==> src/rtl/mycpu_pkg.sv <==
// Shared types for the mycpu datapath.
// PC select encoding and branch offset width.
package mycpu_pkg;

  typedef enum logic [1:0] {
    PS_HOLD = 2'b00,
    PS_INC  = 2'b01,
    PS_BR   = 2'b10,
    PS_JMP  = 2'b11
  } pc_sel_t;

  localparam int BR_OFF_W = 6;

endpackage

==> src/rtl/pc_ir.sv <==
// Program counter and instruction register with a load-valid flag
// and a saturating count of PC updates.
import mycpu_pkg::*;

module pc_ir #(
  parameter logic [15:0] PC_RST_VAL = 16'h0000
) (
  input  logic        clk,
  input  logic        rst_n,
  input  logic [1:0]  ps_in,
  input  logic        il_in,
  input  logic [15:0] mem_data_in,
  input  logic [15:0] a_in,
  output logic [15:0] ins_out,
  output logic [15:0] pc_out,
  output logic        ir_valid_out,
  output logic [15:0] retired_out
);

  logic [15:0]         pc_q;
  logic [15:0]         pc_nxt;
  logic [15:0]         ir_q;
  logic                valid_q;
  logic [15:0]         ret_q;
  logic [BR_OFF_W-1:0] br_off;
  logic [15:0]         br_ext;
  pc_sel_t             ps;

  assign ps     = pc_sel_t'(ps_in);
  // Offset comes from the instruction currently held, not the fetch bus.
  assign br_off = {ir_q[8:6], ir_q[2:0]};
  assign br_ext = {{(16-BR_OFF_W){br_off[BR_OFF_W-1]}}, br_off};

  always_comb begin
    pc_nxt = pc_q;
    unique case (ps)
      PS_HOLD: pc_nxt = pc_q;
      PS_INC:  pc_nxt = pc_q + 16'd1;
      PS_BR:   pc_nxt = pc_q + br_ext;
      PS_JMP:  pc_nxt = a_in;
    endcase
  end

  always_ff @(posedge clk or negedge rst_n) begin
    if (!rst_n) begin
      pc_q    <= PC_RST_VAL;
      ir_q    <= 16'h0000;
      valid_q <= 1'b0;
      ret_q   <= 16'h0000;
    end else begin
      pc_q <= pc_nxt;
      if (il_in) begin
        ir_q    <= mem_data_in;
        valid_q <= 1'b1;
      end
      if (ps != PS_HOLD && ret_q != 16'hFFFF)
        ret_q <= ret_q + 16'd1;
    end
  end

  assign pc_out       = pc_q;
  assign ins_out      = ir_q;
  assign ir_valid_out = valid_q;
  assign retired_out  = ret_q;

endmodule

==> config.mk <==
export PLATFORM = sky130hd
export DESIGN_NAME = pc_ir
export DESIGN_NICKNAME = d
export VERILOG_FILES = /design/src/rtl/mycpu_pkg.sv /design/src/rtl/pc_ir.sv
export SDC_FILE = /design/constraint.sdc
export NUM_CORES = 1
export LEC_CHECK = 0
export CAP_MARGIN = 40
export CELL_PAD_IN_SITES_DETAIL_PLACEMENT = 1
export CELL_PAD_IN_SITES_GLOBAL_PLACEMENT = 2
export CORE_AREA = 2 2 102 104
export CTS_CLUSTER_DIAMETER = 100
export DETAILED_ROUTE_END_ITERATION = 8
export DIE_AREA = 0 0 104 106
export HOLD_SLACK_MARGIN = 0.15
export PLACE_DENSITY = 0.9
export SYNTH_ARGS = -nofsm -noshare
export SYNTH_HDL_FRONTEND = slang
export SYNTH_SLANG_ARGS = --single-unit
==> constraint.sdc <==
create_clock -name clk -period 4 [get_ports clk]
set_input_delay 0.4 -clock clk [delete_from_list [all_inputs] [get_ports clk]]
set_output_delay 0.4 -clock clk [all_outputs]
set_load 0.05 [all_outputs]
==> impl_metrics.toml <==
[outcome]
status = "completed"

[synth]
async_flop_share_pct = 100
seq_area_frac_synth_pct = 41.8
synth_cell_types = 53
synth_cells = 298
synth_top_area_share_pct = 41.8
synth_edf_count = 0
syn_avg_cell_area_um2 = 9.83
yosysMostFrequentCell = "dfrtp_1"
ys.flop_type = "dfrtp_1"
syn_area_um2 = 2930
netlist_top_cells_area = "dfrtp_1 (42%), mux2_2 (6.9%), xnor2_1 (4.2%)"
yosysTopAreaCell = "dfrtp_1"
yosys_warnings = 0
synth_seq_cells = 49
synthTopCellsByCount = "dfrtp_1 (49), nand2_1 (22), mux2_2 (18), nor2_1 (18), a21oi_1 (16)"
syn_nets = 342

[sta]
slew_headroom_pct = 50.9
min_period_ns = 3.27
max_clock_freq_ghz = 0.306
worst_slew_pin_slew_ns = 0.734
min_period_over_period_pct = 81.7
holdWs_ns = 0.194
hold_violations = 0
worst_clock_skew_ns = 0.00775
final_max_slew_viol_count = 0
setup_viol = 0
rsz0062_at_grt = "no"
fin_setup_tns_ns = 0

[power_and_ir_drop]
power_density_nw_per_um2 = 478
leakagePower_nw = 1.63
ir_worst_vdd_mv = 0.186

[detailed_routing]
ant_nets = 0
drtIter0Drc = 60
drc = 0
wl_per_cell_um = 15.6
first_pass_iters = 6
vias = 2598
viasPerCell = 5.02
wirelength_um = 8070

[clock_tree]
cts_resized = 0
insertion_delay_ns = 0.31
cts_setup_buffers = 0
h-tree-depth = 2
clockBufferDepth = 2
cts_made_buffers = 5
holdBufCountCts = 0
cts-root-buf = "clkbuf_8"
cts_tree = "built"
clk_pin_slew_ns = 0.09
clock_sinks = 49

[grt]
gr-total-overflow = 0
grt_usage_pct = 15.0
grt_max_degree = 50
antenna_found_initial = 0
grt_pass1_wl_um = 13600
grt_pass1_vias = 2677

[floorplanning]
core_region_area_um2 = 10000
dieArea_um2 = 11000
start_util_pct = 29.3
die_h_um = 106
die-width_um = 104
io_pins = 86
rows = 37

[final_layout]
nNetsFinal = 425
drive_above_1_share_pct = 11.5
syn2layout_area_growth_pct = 37.9
antenna_cells = 0

[placement]
dp.final_hpwl_um = 5880
portBuffers = 85
place_congestion = 0.820

[setup_path]
cp_data_arrival_time_ns = 3.43
crit_chain = "clkdlybuf4s50_1, buf_4, and3_1, ha_1, a21o_1, a21oi_2, nand2_1, mux2_2, maj3_1, nor2_1, a311oi_1"
critPathRequiredTime_ns = 4.16
crit_type = "primary input to flip-flop"
crit_family = "buffers and inverters"
critPathLaunchType = "primary input"
cp_slowest_stage_delay_ns = 0.49
crit_slowest_cell = "clkdlybuf4s50_1"
critPathMaxFanout = 43
path_buf_inv = 2
critPathCaptureType = "flip-flop"

[min_path]
holdCritPathClass = "primary input to asynchronous set/reset pin"

[job]
maxCapViolCount = 0
## kinds of logic (layout without fill, tap and decap cells)
group	Yosys count	after routing	synth area share (%)
XOR/XNOR	20	20	5.98
AO/OA/AOI/OAI	61	61	14.3
adder cells (fa/ha/maj)	14	14	5.64
multiplexers	26	26	9.65
flip-flops	49	49	41.8
buffers and inverters	25	109	3.54
AND/OR/NAND/NOR	103	103	19.0
## report_power, final
group / total, mW / internal, mW / switching, mW / leakage, nW
logic: 0.865 / 0.332 / 0.533 / 0.987
registers: 0.699 / 0.580 / 0.119 / 0.589
clock network: 0.369 / 0.188 / 0.180 / 0.0554
## metrics by stage
step / util (%) / power [mW] / instance area [um^2] / worst slack, ns / std cells
4_1_cts: 40.4 / 1.96 / 4040 / 0.710 / 518
5_1_grt: 40.4 / 2.05 / 4040 / 0.438 / 518
6_report: 40.4 / 1.93 / 4040 / 0.731 / 518
3_3_place_gp: 39.3 / 1.56 / 3930 / 0.466 / 509
2_1_floorplan: - / 1.27 / 2930 / 0.844 / 298
3_5_place_dp: 39.3 / 1.58 / 3930 / 0.385 / 510
## per-layer routing
layer  vias up  global-route usage [%]  wire length [um]
met1      1283                    20.1              3710
met4         0                    2.90                71
met3         5                    4.60               520
met2        62                    24.1              3770
li1       1248                       -                 -
met5         -                       0                 0
## worst reg2reg max path, cell delays in order (launching register included)
cell      delay (ns)
dfrtp_1         0.41
or3_1           0.32
ha_1            0.22
fa_1            0.43
a211oi_1        0.27
o21bai_1        0.18
or3_1           0.42
o22ai_1         0.22
maj3_1          0.21
o22ai_1         0.07
a21oi_1         0.11
## state kept, by name, indices dropped and copies added (netlist names)
| signal | flops |
|---|---|
| ir_valid_out | 1 |
| retired_out | 16 |
| ins_out | 16 |
| pc_out | 16 |
## final timing paths
kind,to,start,depth (start not counted),slack [ns]
hold / removal,pc_out[9],rst_n,2,0.19
max in group asynchronous,pc_out[2],rst_n,2,3.35
min in group clk,ir_valid_out,ir_valid_out,1,0.49
hold reg to reg,ir_valid_out,ir_valid_out,1,0.49
setup / recovery,pc_out[13],ps_in[1],11,0.73
setup reg to reg,pc_out[12],ins_out[0],10,1.09
## placed cells by master (no fill, tap or decap), types with 3 or more instances in the layout
cell,Yosys,routed
nor3_1,9,9
nor2_1,18,18
xor2_1,6,6
o21ai_0,8,8
clkdlybuf4s50_1,0,84
nand4_1,8,8
nor2b_1,7,7
or3_1,6,6
a211oi_1,7,7
xnor2_1,14,14
maj3_1,7,7
inv_1,7,7
mux2i_1,8,8
mux2_2,18,18
nand3_1,10,10
clkbuf_8,0,5
buf_4,0,7
dfrtp_1,49,49
a21oi_1,16,16
ha_1,6,6
o22ai_1,7,7
and4_1,3,3
a21o_1,3,3
nand2_1,22,22
and3_1,10,10
## cell type report
cell class	instances	area [um^2]
clock buffers	6	72.6
repair buffers	93	902
flip-flops and latches	49	1230
fillers	1194	5960
well taps	136	170
inverters	8	30.0
multi-input cells	224	1600
clock inverters	2	38.8
No activity file was read; power rests on OpenSTA's default activity.
